==> config.mk <==
export PLATFORM = sky130hd
export DESIGN_NAME = nios_ii_adc_capture
export DESIGN_NICKNAME = d
export VERILOG_FILES = /design/src/rtl/nios_ii_adc_pkg.sv /design/src/rtl/adc_sample_fifo.sv /design/src/rtl/nios_ii_adc_capture.sv
export SDC_FILE = /design/constraint.sdc
export NUM_CORES = 1
export LEC_CHECK = 0
export CAP_MARGIN = 20
export CORE_MARGIN = 5
export CORE_UTILIZATION = 50
export DETAILED_ROUTE_END_ITERATION = 8
export GPL_ROUTABILITY_DRIVEN = 0
export PLACE_DENSITY = 0.75
export SLEW_MARGIN = 40
export SYNTH_ARGS = -nofsm -noshare
export SYNTH_HDL_FRONTEND = slang
export SYNTH_SLANG_ARGS = --single-unit
==> constraint.sdc <==
create_clock -name clk -period 2.9 [get_ports clk]
set_input_delay 0.29 -clock clk [delete_from_list [all_inputs] [get_ports clk]]
set_output_delay 0.29 -clock clk [all_outputs]
set_load 0.02 [all_outputs]
==> src/rtl/nios_ii_adc_pkg.sv <==
// nios_ii_adc_pkg: register map, bit positions and ID constant for the ADC capture slave
package nios_ii_adc_pkg;

    localparam logic [1:0] ADDR_DATA    = 2'd0;
    localparam logic [1:0] ADDR_STATUS  = 2'd1;
    localparam logic [1:0] ADDR_CONTROL = 2'd2;
    localparam logic [1:0] ADDR_ID      = 2'd3;

    localparam int DATA_VALID_BIT = 31;
    localparam int DATA_CH_LSB    = 16;

    localparam int ST_EMPTY  = 16;
    localparam int ST_FULL   = 17;
    localparam int ST_OVF    = 18;
    localparam int ST_BAD_CH = 19;

    localparam int CTL_EN      = 0;
    localparam int CTL_IRQ_EN  = 1;
    localparam int CTL_FLUSH   = 2;
    localparam int CTL_THR_LSB = 8;

    localparam logic [15:0] ID_MAGIC = 16'h0ADC;

    localparam logic [7:0] THR_RESET = 8'd1;

endpackage

==> src/rtl/adc_sample_fifo.sv <==
// adc_sample_fifo: synchronous FIFO with wrap-bit pointers, combinational head and flush
module adc_sample_fifo #(
    parameter int W     = 16,
    parameter int DEPTH = 16,
    parameter int LVL_W = $clog2(DEPTH) + 1
) (
    input  logic             clk,
    input  logic             reset,
    input  logic             push,
    input  logic             pop,
    input  logic             flush,
    input  logic [W-1:0]     din,
    output logic [W-1:0]     dout,
    output logic [LVL_W-1:0] level,
    output logic             full,
    output logic             empty
);

    logic [W-1:0]     mem [DEPTH];
    logic [LVL_W-1:0] wr_ptr;
    logic [LVL_W-1:0] rd_ptr;
    logic             do_push;
    logic             do_pop;

    // a full FIFO still takes a push when a pop frees a slot in the same cycle
    assign do_push = push & (~full | pop) & ~flush;
    assign do_pop  = pop & ~empty & ~flush;

    assign level = wr_ptr - rd_ptr;
    assign empty = wr_ptr == rd_ptr;
    assign full  = (wr_ptr[LVL_W-1] != rd_ptr[LVL_W-1]) &&
                   (wr_ptr[LVL_W-2:0] == rd_ptr[LVL_W-2:0]);
    assign dout  = mem[rd_ptr[LVL_W-2:0]];

    // pointer update; flush collapses both pointers so the FIFO is empty next cycle
    always_ff @(posedge clk) begin
        if (reset || flush) begin
            wr_ptr <= '0;
            rd_ptr <= '0;
        end else begin
            if (do_push) wr_ptr <= wr_ptr + 1'b1;
            if (do_pop)  rd_ptr <= rd_ptr + 1'b1;
        end
    end

    // storage is not reset; only the pointers define what is valid
    always_ff @(posedge clk) begin
        if (do_push) mem[wr_ptr[LVL_W-2:0]] <= din;
    end

endmodule

==> src/rtl/nios_ii_adc_capture.sv <==
// nios_ii_adc_capture: Avalon-MM slave buffering tagged ADC samples with a level/overflow irq
module nios_ii_adc_capture
    import nios_ii_adc_pkg::*;
#(
    parameter int DATA_W     = 12,
    parameter int N_CH       = 4,
    parameter int FIFO_DEPTH = 16,
    localparam int CH_W      = (N_CH > 1) ? $clog2(N_CH) : 1,
    localparam int LVL_W     = $clog2(FIFO_DEPTH) + 1
) (
    input  logic              clk,
    input  logic              reset,
    input  logic              in_valid,
    input  logic [DATA_W-1:0] in_data,
    input  logic [CH_W-1:0]   in_ch,
    input  logic [1:0]        address,
    input  logic              chipselect,
    input  logic              read,
    input  logic              write,
    input  logic [31:0]       writedata,
    output logic [31:0]       readdata,
    output logic              irq
);

    localparam logic [CH_W:0] N_CH_V = N_CH[CH_W:0];

    logic                   enable;
    logic                   irq_en;
    logic [7:0]             threshold;
    logic                   overflow;
    logic                   bad_ch;
    logic                   ch_ok;
    logic                   push_req;
    logic                   pop;
    logic                   flush;
    logic                   wr_status;
    logic                   wr_control;
    logic                   ovf_set;
    logic                   bad_set;
    logic                   irq_next;
    logic [DATA_W+CH_W-1:0] head;
    logic [LVL_W-1:0]       level;
    logic                   full;
    logic                   empty;
    logic [31:0]            rd_mux;

    assign ch_ok      = {1'b0, in_ch} < N_CH_V;
    assign push_req   = in_valid & enable & ch_ok;
    assign pop        = chipselect & read & (address == ADDR_DATA) & ~empty;
    assign wr_status  = chipselect & write & (address == ADDR_STATUS);
    assign wr_control = chipselect & write & (address == ADDR_CONTROL);
    assign flush      = wr_control & writedata[CTL_FLUSH];
    assign ovf_set    = push_req & full & ~pop & ~flush;
    assign bad_set    = in_valid & enable & ~ch_ok;

    adc_sample_fifo #(
        .W     (DATA_W + CH_W),
        .DEPTH (FIFO_DEPTH),
        .LVL_W (LVL_W)
    ) u_fifo (
        .clk   (clk),
        .reset (reset),
        .push  (push_req),
        .pop   (pop),
        .flush (flush),
        .din   ({in_ch, in_data}),
        .dout  (head),
        .level (level),
        .full  (full),
        .empty (empty)
    );

    // control register; flush is a strobe and is never stored
    always_ff @(posedge clk) begin
        if (reset) begin
            enable    <= 1'b0;
            irq_en    <= 1'b0;
            threshold <= THR_RESET;
        end else if (wr_control) begin
            enable    <= writedata[CTL_EN];
            irq_en    <= writedata[CTL_IRQ_EN];
            threshold <= writedata[CTL_THR_LSB +: 8];
        end
    end

    // sticky flags; a same-cycle set event beats write-1-to-clear
    always_ff @(posedge clk) begin
        if (reset) begin
            overflow <= 1'b0;
            bad_ch   <= 1'b0;
        end else begin
            overflow <= ovf_set | (overflow & ~(wr_status & writedata[ST_OVF]));
            bad_ch   <= bad_set | (bad_ch & ~(wr_status & writedata[ST_BAD_CH]));
        end
    end

    // read mux and irq condition, evaluated from current registered state
    always_comb begin
        rd_mux   = '0;
        irq_next = irq_en & (((16'(level) >= 16'(threshold)) & (threshold != 8'd0)) | overflow);
        if (address == ADDR_DATA && !empty) begin
            rd_mux[15:0]                       = 16'(head[DATA_W-1:0]);
            rd_mux[DATA_CH_LSB +: 8]           = 8'(head[DATA_W +: CH_W]);
            rd_mux[DATA_VALID_BIT]             = 1'b1;
        end else if (address == ADDR_STATUS) begin
            rd_mux[LVL_W-1:0]                  = level;
            rd_mux[ST_EMPTY]                   = empty;
            rd_mux[ST_FULL]                    = full;
            rd_mux[ST_OVF]                     = overflow;
            rd_mux[ST_BAD_CH]                  = bad_ch;
        end else if (address == ADDR_CONTROL) begin
            rd_mux[CTL_EN]                     = enable;
            rd_mux[CTL_IRQ_EN]                 = irq_en;
            rd_mux[CTL_THR_LSB +: 8]           = threshold;
        end else if (address == ADDR_ID) begin
            rd_mux = {8'(N_CH - 1), 8'(DATA_W), ID_MAGIC};
        end
    end

    // registered bus output and interrupt; the pop advances at the same edge readdata captures the head
    always_ff @(posedge clk) begin
        if (reset) begin
            readdata <= '0;
            irq      <= 1'b0;
        end else begin
            readdata <= rd_mux;
            irq      <= irq_next;
        end
    end

endmodule

==> summary.md, run 1 <==
| Metric | Value |
|---|---|
| Pre-CTS WS | `~0.089 ns` |
| Fmax | `approximately 380 MHz` |
| # diodes | `0` |
| CTS resizes | `0` |
| Post-Syn Area per Cell | `17.5 um2` |
| Internal | `~0.0064 W` |
| Tightest hold margin | `between 0.3 and 0.4 ns` |
| Main combinational cell family by area after synthesis | `multiplexers` |
| Pwr Density | `between 600 and 700 mW/mm2` |
| Post-synth EDFFs | `224` |
| First-pass GRT wire length | `approximately 35000 um` |
| Flop pwr share | `about 54%` |
| Total power | `just under 0.008 W` |
| Hold_buf cts | `0` |
| Vias | `approximately 5800` |
| Combinational power share | `around 2.5%` |
| Setup Buffers After CTS | `0` |
| Area of placed instances | `roughly 0.012 mm2` |
| Worst endpoint required time | `between 3 and 4 ns` |
| Worst-path clk slew | `about 0.060 ns` |
| Top post-synthesis cells by count | `edfxtp_1 (224), mux4_2 (56), dfxtp_1 (49), nand2_1 (42), nor2_1 (31)` |
| # H-tree levels | `1` |
| Final setup viols | `0` |
| Crit-path max cell delay | `roughly 0.43 ns` |
| Site row count | `53` |
| Post-DP HPWL | `approximately 14000 um` |
| Async set-reset flop share out of synthesis | `0%` |
| RSZ-0062 raised after global routing | `no` |
| Die height | `157 um` |
| Actual slew at the worst max-slew pin | `0.609 ns` |
| Crit path max fanout | `12` |
| Residual DRC count | `0` |
| Worst Setup Path Type | `reg2reg` |
| Max cap viols | `0` |
| Largest net degree at the start of global routing | `57` |
| Cell area after synthesis | `about 0.011 mm2` |
| Crit-path leading delay family | `simple AND/OR/NAND/NOR gates` |
| Drt initial violations | `392` |
| CTS buffer count | `27` |
| Crit path launch type | `flip-flop` |
| Layout cells sized above 1 | `21.4%` |
| Max stage delay cell, worst path | `a311oi_4` |
| Ys Warns | `0` |
| Arr. time, crit path | `~2.8 ns` |
| Distinct cells, synth | `45` |
| Worst IR Drop VDD | `between 0.0005 and 0.0006 V` |
| Area Growth Syn to Fin | `18.7%` |
| Run status | `complete, no violations` |
| Top-count cell post-synth | `edfxtp_1` |
| Final instance area | `0.0129 mm2` |
| Sw Ratio | `19.1%` |
| Die Width | `around 160 um` |
| Ys flop type | `edfxtp_1` |
| Psw | `0.00151 W` |
| Leak Pwr | `4.18 nW` |
| Tcrit/Tclk final | `90.1%` |
| Total GRT Usage | `18.6%` |
| Filler cell count | `approximately 1500` |
| DR vias/cell | `just under 6` |
| Clk_skew | `approximately 0.011 ns` |
| Clock Power Share | `between 40% and 50%` |
| Io pins | `slightly below 90` |
| Worst Setup End Kind | `flip-flop` |
| Mapped Cells | `618` |
| Synth Area in Simple Gates | `between 5 and 6%` |
| Rel. slew slack | `roughly three fifths` |
| Port-buffer cells | `58` |
| #FFs+latches synth | `around 270` |
| Initial core utilization | `approximately 51%` |
| Initial antenna violation count | `0` |
| Worst path cell trace | `inv_1 > ha_1 > and4_1 > a311oi_4 > nand2_1 > nor2_1 > buf_12` |
| Compound-cell area share of the yosys netlist | `roughly 3.8%` |
| Root Buffer | `clkbuf_16` |
| Number of cells on the critical path | `7` |
| Detailed-router iteration count before antenna repair | `4` |
| Synth top area share | `between 60% and 70%` |
| DR WL/cell | `around 23 um` |
| Fin. Hold Viols | `0` |
| CTS tree | `yes` |
| Area contributors post-synth | `edfxtp_1 (62%), mux4_2 (12%), dfxtp_1 (9.1%), ha_1 (2.1%), nand2_1 (1.5%)` |
| Final net count | `roughly 790` |
| Buf/Inv on CP | `2` |
| Clk Latency, worst-skew pair | `roughly 0.52 ns` |
| Xor/xnor share of the synthesized area | `less than 1%` |
| R2R cell count | `7` |
| Worst hold path type | `in2reg` |
| Post-synthesis mux area share | `around 14%` |
| GRT overflow | `0` |
| Setup ws final | `roughly 0.29 ns` |
| Clk sinks | `~270` |
| Hold Path Cell Cnt | `3` |
| CORE AREA | `0.0212 mm2` |
| Min Tclk post-route | `roughly 2.6 ns` |
| Synth area leader | `edfxtp_1` |
| Seq/Total Area, Yosys | `a little under three quarters` |
| Adder-Cell Fraction of Synth Area | `under 10%` |
| Die area | `approximately 0.025 mm2` |
| Final Max Slew Viols | `0` |
| Routed Antenna Nets | `0` |
| Clock buffer depth | `3` |
| Final wirelength | `around 23000 um` |
| Vias in the first global route | `5994` |
-- worst paths after layout --
check                         from          endpoint  slack (ns)
setup / recovery  u_fifo.wr_ptr[0]  u_fifo.mem[8][0]        0.29
hold / removal        writedata[0]            enable        0.32
setup reg to reg  u_fifo.wr_ptr[0]  u_fifo.mem[8][0]        0.29
hold reg to reg       threshold[5]      threshold[5]        0.48
-- layout make-up --
type / count / area, um2 / area share [%]
flip-flops and latches: 273 / 7710 / 60.0
well taps: 275 / 344 / 2.68
repair buffers: 95 / 971 / 7.55
multi-input cells: 302 / 2910 / 22.6
clock buffers: 35 / 736 / 5.72
inverters: 13 / 48.8 / 0.379
clock inverters: 14 / 140 / 1.09
-- placed cells by master, fill, tap and decap left out, drive strengths merged, types with 2 or more instances in the layout --
cell type	count
nand4	5
nand3	4
ha	18
clkinv	11
conb	9
nor2b	7
a21oi	28
dfxtp	49
o32ai	3
nor3	7
xnor2	6
and2	4
inv	13
and4	2
clkbuf	35
a22o	2
o22ai	5
nor2	31
nand2	43
nand3b	2
clkdlybuf4s50	58
a21o	4
nand2b	6
o21ai	12
buf	37
a211oi	7
bufinv	3
mux4	56
xor2	6
mux2	11
edfxtp	224
mux2i	14
-- per-layer routing --
layer  global-route usage, %  routed length [um]  part of all wire (%)
met5                       0                   0                     0
met4                    4.75                 518                   2.3
met3                    3.77                1590                   7.0
met2                    31.3               11200                    49
met1                    25.0                9420                    41
-- flip-flops by register name (all words and copies together), names as in the netlist, named ones only --
| name | cells |
|---|---|
| u_fifo.mem | 224 |
| readdata | 22 |
| threshold | 8 |
| u_fifo.rd_ptr | 5 |
| u_fifo.wr_ptr | 5 |
| bad_ch | 1 |
| enable | 1 |
| irq | 1 |
| irq_en | 1 |
| overflow | 1 |
-- worst min-delay path, cell delays in order --
cell,delay (ns)
clkdlybuf4s50_1,0.40
nand2_1,0.06
a21oi_1,0.05
-- power groups by stage --
| stage | sequential (W) | clock [W] | combinational, W |
|---|---|---|---|
| after floorplan | 0.00434 | 0 | 0.0000734 |
| after detailed placement | 0.00434 | 0 | 0.000192 |
| after global placement | 0.00434 | 0 | 0.000185 |
| final | 0.00425 | 0.00343 | 0.000193 |
| after global routing | 0.00425 | 0.00369 | 0.000210 |
| after CTS | 0.00425 | 0.00349 | 0.000193 |
-- through the flow --
step,std cells,TNS (ns),utilization [%]
final,1007,0,60.8
after global routing,1007,0,60.8
after CTS,1007,0,60.8
after detailed placement,958,0,56.6
after global placement,958,0,56.6
after floorplan,626,-4.11,-
-- cell families (layout without fill, tap and decap cells) --
| kind of cell | count (synthesis) | in the layout |
|---|---|---|
| mux | 81 | 81 |
| other cells | 1 | 9 |
| fa+ha+maj | 19 | 19 |
| xor+xnor | 12 | 12 |
| buf+inv | 51 | 157 |
| flops | 273 | 273 |
| compound gates | 64 | 64 |
| simple gates | 117 | 117 |
Power figures use the tool's default switching activity.
==> run 2: changes to the inputs <==
- CORE_UTILIZATION: 50 -> 30
- PLACE_DENSITY: 0.75 -> 0.5
- SETUP_SLACK_MARGIN: not set -> 0.1
==> run 2 against run 1 <==
Sequential power about the same. Maximum frequency increased by 1.3%. Via count decreased by 0.52%. Critical endpoint is now u_fifo.mem[0][12]. Highest routed layer unchanged.
==> summary.md, run 2 (synthesized netlist as in run 1, its figures left out) <==
| Metric | Value |
|---|---|
| Run status | `complete, no violations` |
| DRT met1 WL | `11000 um (+17%)` |
| Detailed-router iteration count before antenna repair | `7 (+3)` |
| Max cap viols | `0 (unchanged)` |
| Die height | `200 um (+27%)` |
| Die Width | `200 um (+27%)` |
| Port-buffer cells | `58 (unchanged)` |
| Most common cell after layout, fill and taps aside | `edfxtp_1` |
| Hold_buf cts | `0 (unchanged)` |
| Initial core utilization | `30.5% (-21 points)` |
| Leak Pwr | `4.27 nW (+2.2%)` |
| Top Metal Used | `met4` |
| Fin. Hold Viols | `0 (unchanged)` |
| Flop pwr share | `52.4% (-1.6 points)` |
| Pwr Density | `612 mW/mm2 (-0.12%)` |
| Setup Buffers After CTS | `0 (unchanged)` |
| Crit path launch type | `flip-flop` |
| Layout cells sized above 1 | `22.9% (+1.4 points)` |
| CORE AREA | `0.0356 mm2 (+68%)` |
| Sw Ratio | `20.0% (+0.84 points)` |
| CTS buffer count | `30 (+11%)` |
| Max FFs per register | `224 (unchanged)` |
| Internal | `0.00649 W (+2.0%)` |
| R2R cell count | `7 (unchanged)` |
| Worst-path clk slew | `0.06 ns (about the same)` |
| Area Growth Syn to Fin | `22.4%` |
| Clk sinks | `273 (unchanged)` |
| Worst Setup End Kind | `flip-flop` |
| Critical R2R Launch | `u_fifo.wr_ptr[0]` |
| # H-tree levels | `1 (unchanged)` |
| Actual slew at the worst max-slew pin | `0.724 ns (+0.114 ns)` |
| Largest net degree at the start of global routing | `28 (-51%)` |
| Final wirelength | `24700 um (+8.8%)` |
| Worst IR Drop VDD | `0.000471 V (-7.4%)` |
| Psw | `0.00162 W (+7.5%)` |
| Total placed cells including tap cells | `1158 (+21%)` |
| Combinational power share | `2.5% (about the same)` |
| Io pins | `87 (unchanged)` |
| Initial antenna violation count | `0 (unchanged)` |
| Min Tclk post-route | `2.58 ns (-0.0344 ns)` |
| Final setup viols | `0 (unchanged)` |
| Vias in the first global route | `6052 (+0.97%)` |
| First-pass GRT wire length | `37300 um (+7.6%)` |
| Hold Path Cell Cnt | `3 (unchanged)` |
| Routed Antenna Nets | `0 (unchanged)` |
| GRT overflow | `0 (unchanged)` |
| Final net count | `802 (+2.2%)` |
| Total GRT Usage | `12.3% (-6.2 points)` |
| Site row count | `69 (+30%)` |
| # diodes | `0 (unchanged)` |
| Met3 WL | `1370 um (-14%)` |
| Worst endpoint required time | `3.16 ns (+0.04 ns)` |
| DR WL/cell | `20.4 um (-9.7%)` |
| Tightest hold margin | `0.308 ns (-0.0145 ns)` |
| Post-DP HPWL | `16700 um (+16%)` |
| Final Max Slew Viols | `0 (unchanged)` |
| Reg2reg setup slack | `0.32 ns (+0.03 ns)` |
| Finished Layout Cells | `1213 (+20%)` |
| Arr. time, crit path | `2.84 ns (about the same)` |
| Clock buffer depth | `3 (unchanged)` |
| Reg-to-reg endpoint | `u_fifo.mem[0][12]` |
| CTS tree | `yes` |
| Crit path max fanout | `12 (unchanged)` |
| Clk_skew | `0.0194 ns (+0.00872 ns)` |
| Hold Path Origin | `writedata[13]` |
| CTS resizes | `0 (unchanged)` |
| Clock Power Share | `45.1% (+1.5 points)` |
| Worst Setup Path Type | `reg2reg` |
| WHS Endpoint | `threshold[5]` |
| DR vias/cell | `4.76 (-17%)` |
| Worst hold path type | `in2reg` |
| Die area | `0.0400 mm2 (+62%)` |
| Rel. slew slack | `51.7% (-7.6 points)` |
| Drt initial violations | `305 (-22%)` |
| Residual DRC count | `0 (unchanged)` |
| Tcrit/Tclk final | `88.9% (-1.2 points)` |
| Vias | `5771 (-0.52%)` |
| Root Buffer | `clkbuf_16` |
| Fmax | `388 MHz (+1.3%)` |
| Metal2 WL | `11700 um (+4.6%)` |
| Highest-count cells in the layout ignoring fill and taps | `edfxtp_1 (224), clkdlybuf4s50_1 (58), mux4_2 (56)` |
| RSZ-0062 raised after global routing | `no` |
| Clk Latency, worst-skew pair | `0.57 ns (+0.05 ns)` |
-- run 2: power by group through the flow --
stage / sequential [W] / combinational (W) / clock, W
after detailed placement: 0.00434 / 0.000201 / 0
final: 0.00425 / 0.000199 / 0.00366
after global placement: 0.00434 / 0.000194 / 0
after floorplan: 0.00434 / 0.0000734 / 0
after CTS: 0.00425 / 0.000202 / 0.00376
after global routing: 0.00425 / 0.000217 / 0.00394
-- run 2: cell type report --
| class | instances | area, um2 |
|---|---|---|
| Multi-Input combinational cell | 302 | 2910 |
| Tap cell | 461 | 577 |
| Timing Repair Buffer | 109 | 1050 |
| Inverter | 13 | 48.8 |
| Clock inverter | 19 | 194 |
| Sequential cell | 273 | 7710 |
| Fill cell | 3322 | 22300 |
| Clock buffer | 36 | 773 |
-- run 2: how the worst max path moves through the flow --
stage                         to  cells past startpoint  slack (ns)             start
2_1_floorplan   u_fifo.mem[1][0]                      6       -0.12  u_fifo.rd_ptr[2]
3_3_place_gp   u_fifo.mem[13][9]                      8        0.16        address[0]
3_5_place_dp    u_fifo.mem[0][6]                      8        0.19        address[0]
4_1_cts         u_fifo.mem[0][8]                      7        0.33  u_fifo.wr_ptr[0]
5_1_grt        u_fifo.mem[0][12]                      7        0.16  u_fifo.wr_ptr[0]
6_report       u_fifo.mem[0][12]                      7        0.32  u_fifo.wr_ptr[0]
-- run 2: per-stage QoR --
step	total power [W]	setup TNS, ns	util (%)	setup slack, ns	instance area [um2]
floorplan	0.00442	-4.11	-	-0.118	10900
global placement	0.00453	0	34.6	0.157	12300
detailed placement	0.00454	0	34.6	0.187	12300
CTS	0.00822	0	37.3	0.330	13300
global route	0.00841	0	37.3	0.160	13300
finish	0.00812	0	37.3	0.323	13300
-- run 2: worst max-delay path, cell delays in order (launching register included) --
cell      delay (ns)
dfxtp_1         0.42
inv_1           0.12
ha_1            0.36
and4_1          0.24
a311oi_4        0.44
nand2_1         0.22
nor3_2          0.29
buf_12          0.21
-- run 2: layer usage --
layer / global-route usage [%] / vias up
met1: 16.8 / 2962
li1: - / 2620
met5: 0 / -
met3: 2.08 / 46
met4: 3.09 / 0
met2: 20.7 / 143
==> variant 1: new RTL, flow settings as in run 2 <==
Add an input register stage for `writedata`; this delays it by one clock. The other inputs are not delayed to match.
--- a/src/rtl/nios_ii_adc_capture.sv
+++ b/src/rtl/nios_ii_adc_capture.sv
@@ -25,4 +25,10 @@
     localparam logic [CH_W:0] N_CH_V = N_CH[CH_W:0];
 
+    logic [31:0] writedata_q;
+
+    always_ff @(posedge clk) begin
+        writedata_q <= writedata;
+    end
+
     logic                   enable;
     logic                   irq_en;
@@ -50,5 +56,5 @@
     assign wr_status  = chipselect & write & (address == ADDR_STATUS);
     assign wr_control = chipselect & write & (address == ADDR_CONTROL);
-    assign flush      = wr_control & writedata[CTL_FLUSH];
+    assign flush      = wr_control & writedata_q[CTL_FLUSH];
     assign ovf_set    = push_req & full & ~pop & ~flush;
     assign bad_set    = in_valid & enable & ~ch_ok;
@@ -78,7 +84,7 @@
             threshold <= THR_RESET;
         end else if (wr_control) begin
-            enable    <= writedata[CTL_EN];
-            irq_en    <= writedata[CTL_IRQ_EN];
-            threshold <= writedata[CTL_THR_LSB +: 8];
+            enable    <= writedata_q[CTL_EN];
+            irq_en    <= writedata_q[CTL_IRQ_EN];
+            threshold <= writedata_q[CTL_THR_LSB +: 8];
         end
     end
@@ -90,6 +96,6 @@
             bad_ch   <= 1'b0;
         end else begin
-            overflow <= ovf_set | (overflow & ~(wr_status & writedata[ST_OVF]));
-            bad_ch   <= bad_set | (bad_ch & ~(wr_status & writedata[ST_BAD_CH]));
+            overflow <= ovf_set | (overflow & ~(wr_status & writedata_q[ST_OVF]));
+            bad_ch   <= bad_set | (bad_ch & ~(wr_status & writedata_q[ST_BAD_CH]));
         end
     end
Function: changed (a bounded check fails within 4 cycles, from zero or initial values and one cycle with reset high).
==> variant 1 against run 2 <==
Worst setup slack worse by 0.14 ns; global-route usage down 0.22 points; sequential cell count up 13; clock skew up 0.0081 ns; cell area up 3.7%; power up 12%; wire length up 1.6%; synthesized area up 2.4%; largest power group is now the clock network; highest routed layer unchanged.
==> variant 1: results (changes against run 2) <==
----------------------------------------------------
[Clock network]
  Total clock buffers created by CTS ... 34 (+13%)
  Depth of the CTS H-tree ... 2 (+1)
  Clock latency on the worst-skew pair ... 0.52 ns (-0.05 ns)
  Clock slew at the register clock pins of the worst setup and hold paths ... 0.06 ns (about the same)

[Critical path]
  Cell family contributing the most delay on the critical path ... buffers and inverters
  CP max stage delay ... 0.47 ns (+0.03 ns)
  Critical-path top delay cell ... sky130_fd_sc_hd__a311oi_4
  Maximum net fanout on the critical path ... 9 (-3)

[Synthesis]
  Synth Warn # ... 0 (unchanged)
  Xor/xnor share of the synthesized area ... 0.948% (-0.023 points)
  Number of distinct library cells after synthesis ... 46 (+2.2%)
  Synth cell count leaders ... sky130_fd_sc_hd__edfxtp_1, sky130_fd_sc_hd__dfxtp_1, sky130_fd_sc_hd__mux4_2, sky130_fd_sc_hd__nand2_1, sky130_fd_sc_hd__nor2_1
  Count of flip-flops with a built-in enable after synthesis ... 224 (unchanged)
  Compound-cell area share of the yosys netlist ... 3.78% (+0.025 points)
  Top cells by area in the synthesized netlist ... sky130_fd_sc_hd__edfxtp_1, sky130_fd_sc_hd__mux4_2, sky130_fd_sc_hd__dfxtp_1
  Mux contribution to synthesized area ... 13.8% (-0.33 points)
  Arithmetic-cell share of the synthesized area counting full adders, half adders and majority gates ... 2.21% (-0.053 points)
  Fraction of registers with async set/reset ... 0% (unchanged)
  Prevailing post-synth register cell ... sky130_fd_sc_hd__edfxtp_1
  Sequential share of the synthesized area ... 71.8% (+0.68 points)

[Finish]
  Ratio of cells with drive above 1 in the final layout ... 23.2% (+0.32 points)
  Number of fillers in the final layout ... 3,340 (+0.54%)
  Net total in the final layout ... 807 (+0.62%)
  Number of diodes ... 0 (unchanged)

[Outcome]
  Outcome ... finished, final reports clean

[Drt]
  Initial drt markers ... 326 (+6.9%)
  Total wire length ... 25,100 µm (+1.6%)
  Number of search-and-repair iterations in the first detailed-routing pass ... 4 (-3)
  Avg Vias per Cell ... 4.66 (-2.0%)

[Timing]
  Worst relative slew slack ... 57.2% (+5.5 points)
  Worst setup skew after layout ... 0.0275 ns (+0.00813 ns)

[Global routing]
  Number of antenna violations at the first check in global routing ... 0 (unchanged)
  Via count of the first global-routing pass ... 6,087 (+0.58%)
  Largest net degree at the start of global routing ... 32 (+14%)
  GRT Overall Usage ... 12.1% (-0.22 points)
  Wire length of the first global-routing pass ... 37,600 µm (+0.70%)

[Power]
  P_int ... 7.34 mW (+13%)
  Leak pwr ... 4.47 nW (+4.6%)
  Worst-case vdd ir drop ... 336 µV (-29%)

[Place]
  Input/output buffers ... 58 (unchanged)
  Half-perimeter wire length after placement ... 16,500 µm (-1.3%)

[Min path]
  Worst hold path type ... primary input to flip-flop

----------------------------------------------------
-- variant 1: final cells by class --
cell class,instances,share of cell area [%]
Clock inverter,21,2.00
Clock buffer,40,6.72
Timing Repair Buffer,98,7.59
Tap cell,468,4.26
Inverter,13,0.355
Multi-Input combinational cell,301,21.1
Sequential cell,286,58.0
-- variant 1: final timing paths --
path,start,end,slack [ns],depth (start not counted)
setup / recovery,u_fifo.wr_ptr[0]$_SDFFE_PP0P_,u_fifo.mem[3][2]$_DFFE_PP_,0.19,8
hold / removal,writedata[11],writedata_q[11]$_DFF_P_,0.22,1
setup reg to reg,u_fifo.wr_ptr[0]$_SDFFE_PP0P_,u_fifo.mem[3][2]$_DFFE_PP_,0.19,8
hold reg to reg,writedata_q[1]$_DFF_P_,irq_en$_SDFFE_PP0P_,0.45,2
-- variant 1: per-layer routing --
layer  vias to the layer above  GRT usage (%)  routed length (µm)
met5                         -              0                   0
met4                         0           3.25                 495
met3                        36           2.81                1160
met2                       143           19.3               11600
met1                      2905           16.8               11800
li1                       2638              -                   -
-- variant 1: cell families (layout without fill, tap and decap cells) --
| family | after synthesis | count (layout) |
|---|---|---|
| flip-flops | 286 | 286 |
| AND/OR/NAND/NOR | 114 | 114 |
| multiplexers | 81 | 81 |
| AO/OA/AOI/OAI | 66 | 66 |
| buffers and inverters | 52 | 172 |
| adder cells (fa/ha/maj) | 19 | 19 |
| XOR/XNOR | 12 | 12 |
| other | 1 | 9 |
-- variant 1: worst reg2reg max path, delay by kind of cell, from the launching register on --
family | cells | cell delay, ns
AO/OA/AOI/OAI | 1 | 0.47
adder cells (fa/ha/maj) | 1 | 0.36
buffers and inverters | 3 | 0.59
flip-flops | 1 | 0.43
AND/OR/NAND/NOR | 3 | 0.53
-- variant 1: power by group through the flow --
stage | clock network (mW) | logic (mW) | registers [mW]
after CTS | 4.60 | 0.201 | 4.44
after global routing | 4.78 | 0.218 | 4.44
after detailed placement | 0 | 0.200 | 4.53
after floorplan | 0 | 0.0729 | 4.54
after global placement | 0 | 0.194 | 4.53
final | 4.48 | 0.199 | 4.45
-- variant 1: stage by stage --
step | area, µm² | hold slack (ns) | std cells | setup slack [ns] | power, mW
CTS | 13700 | 0.202 | 1226 | 0.152 | 9.25
finish | 13800 | 0.219 | 1227 | 0.187 | 9.13
detailed placement | 12500 | 0.440 | 1165 | 0.150 | 4.73
floorplan | 11100 | 0.318 | 639 | -0.212 | 4.61
global route | 13800 | 0.211 | 1227 | 0.0724 | 9.44
global placement | 12500 | 0.445 | 1165 | 0.188 | 4.73
-- variant 1: what timing repair did --
item,CTS,global route
endpoints found under the setup margin,0,134
gates resized for setup,0,1
hold buffers,0,0
buffers inserted,0,1
==> variant 2: new RTL, settings of run 2 <==
Without the edit above. The parameter `DATA_W` goes from 12 to 8.
--- a/src/rtl/nios_ii_adc_capture.sv
+++ b/src/rtl/nios_ii_adc_capture.sv
@@ -3,5 +3,5 @@
     import nios_ii_adc_pkg::*;
 #(
-    parameter int DATA_W     = 12,
+    parameter int DATA_W     = 8,
     parameter int N_CH       = 4,
     parameter int FIFO_DEPTH = 16,
Ports: changed (resized in_data); port bits go from 87 to 83. No check against the original RTL was run, so the function may have changed too.
==> variant 2 against run 2 <==
Clock power decreased by 24%; fmax rose by 0.79%; critical path type unchanged; synthesized area fell by 22%; clock skew fell by 0.012 ns; worst setup slack better by 0.020 ns; power fell by 24%; cell area fell by 22%; sequential cell count shrank 64; wire length down 23%.
==> variant 2: results (changes against run 2) <==
----------------------------------------------------
[Outcome]
  Outcome ... finished, final reports clean

[Drt]
  Number of search-and-repair iterations in the first detailed-routing pass ... 6 (-1)
  Via total after detailed routing ... 4,621 (-20%)

[Power]
  Switching Share ... 19.9% (-0.054 points)
  Worst-case vdd ir drop ... 435 µV (-7.7%)

[Global routing]
  M3 GR Usage ... 2.32% (+0.24 points)
  Wire length of the first global-routing pass ... 28,900 µm (-23%)
  Via count of the first global-routing pass ... 4,821 (-20%)
  Met1 usage ... 16.8% (about the same)

[Place]
  Placed cell area ... 9580 µm² (-22%)
  Number of cells in the design after placement ... 957 (-17%)

[Critical path]
  Worst Reg-to-Reg Cells ... 8 (+1)
  Maximum net fanout on the critical path ... 10 (-2)
  Worst R2R End ... u_fifo.mem[4][7]$_DFFE_PP_
  Critical-path top delay cell ... sky130_fd_sc_hd__dfxtp_1

[Synthesis]
  Mux contribution to synthesized area ... 12.3% (-1.7 points)
  Xor/xnor share of the synthesized area ... 1.24% (+0.26 points)

[Clock network]
  Clock latency on the worst-skew pair ... 0.50 ns (-0.07 ns)
  Total clock buffers created by CTS ... 23 (-23%)

[Finish]
  Ratio of cells with drive above 1 in the final layout ... 18.5% (-4.3 points)
  Net total in the final layout ... 673 (-16%)
  Number of flip-flops in the largest register ... 160 (-29%)

[Min path]
  Origin of the worst min-delay path ... writedata[0]

[Die]
  Die Footprint ... 31,500 µm² (-21%)

[Timing]
  Post-route fraction of the period consumed by the critical path ... 88.2% (-0.70 points)

----------------------------------------------------
variant 2: cell count changes after synthesis, sizes merged, moves of 4 or more:
cell           run 2  this run
mux4              56        38
a221o              0         4
mux2              11         5
nand2             43        29
edfxtp           224       160
nor3               7        12
o21ai             12         6
clkbuf             8        13
buf               30        23
variant 2: layout make-up:
| type | count | area, µm² |
|---|---|---|
| Inverter | 14 | 52.6 |
| Sequential cell | 209 | 5790 |
| Fill cell | 2600 | 17400 |
| Clock inverter | 11 | 88.8 |
| Tap cell | 378 | 473 |
| Timing Repair Buffer | 84 | 866 |
| Clock buffer | 30 | 638 |
| Multi-Input combinational cell | 272 | 2400 |
variant 2: power groups by stage:
stage	combinational (mW)	sequential, mW	clock [mW]
detailed placement	0.172	3.30	0
floorplan	0.0647	3.30	0
global route	0.186	3.23	2.98
finish	0.171	3.23	2.77
global placement	0.168	3.30	0
CTS	0.173	3.23	2.84
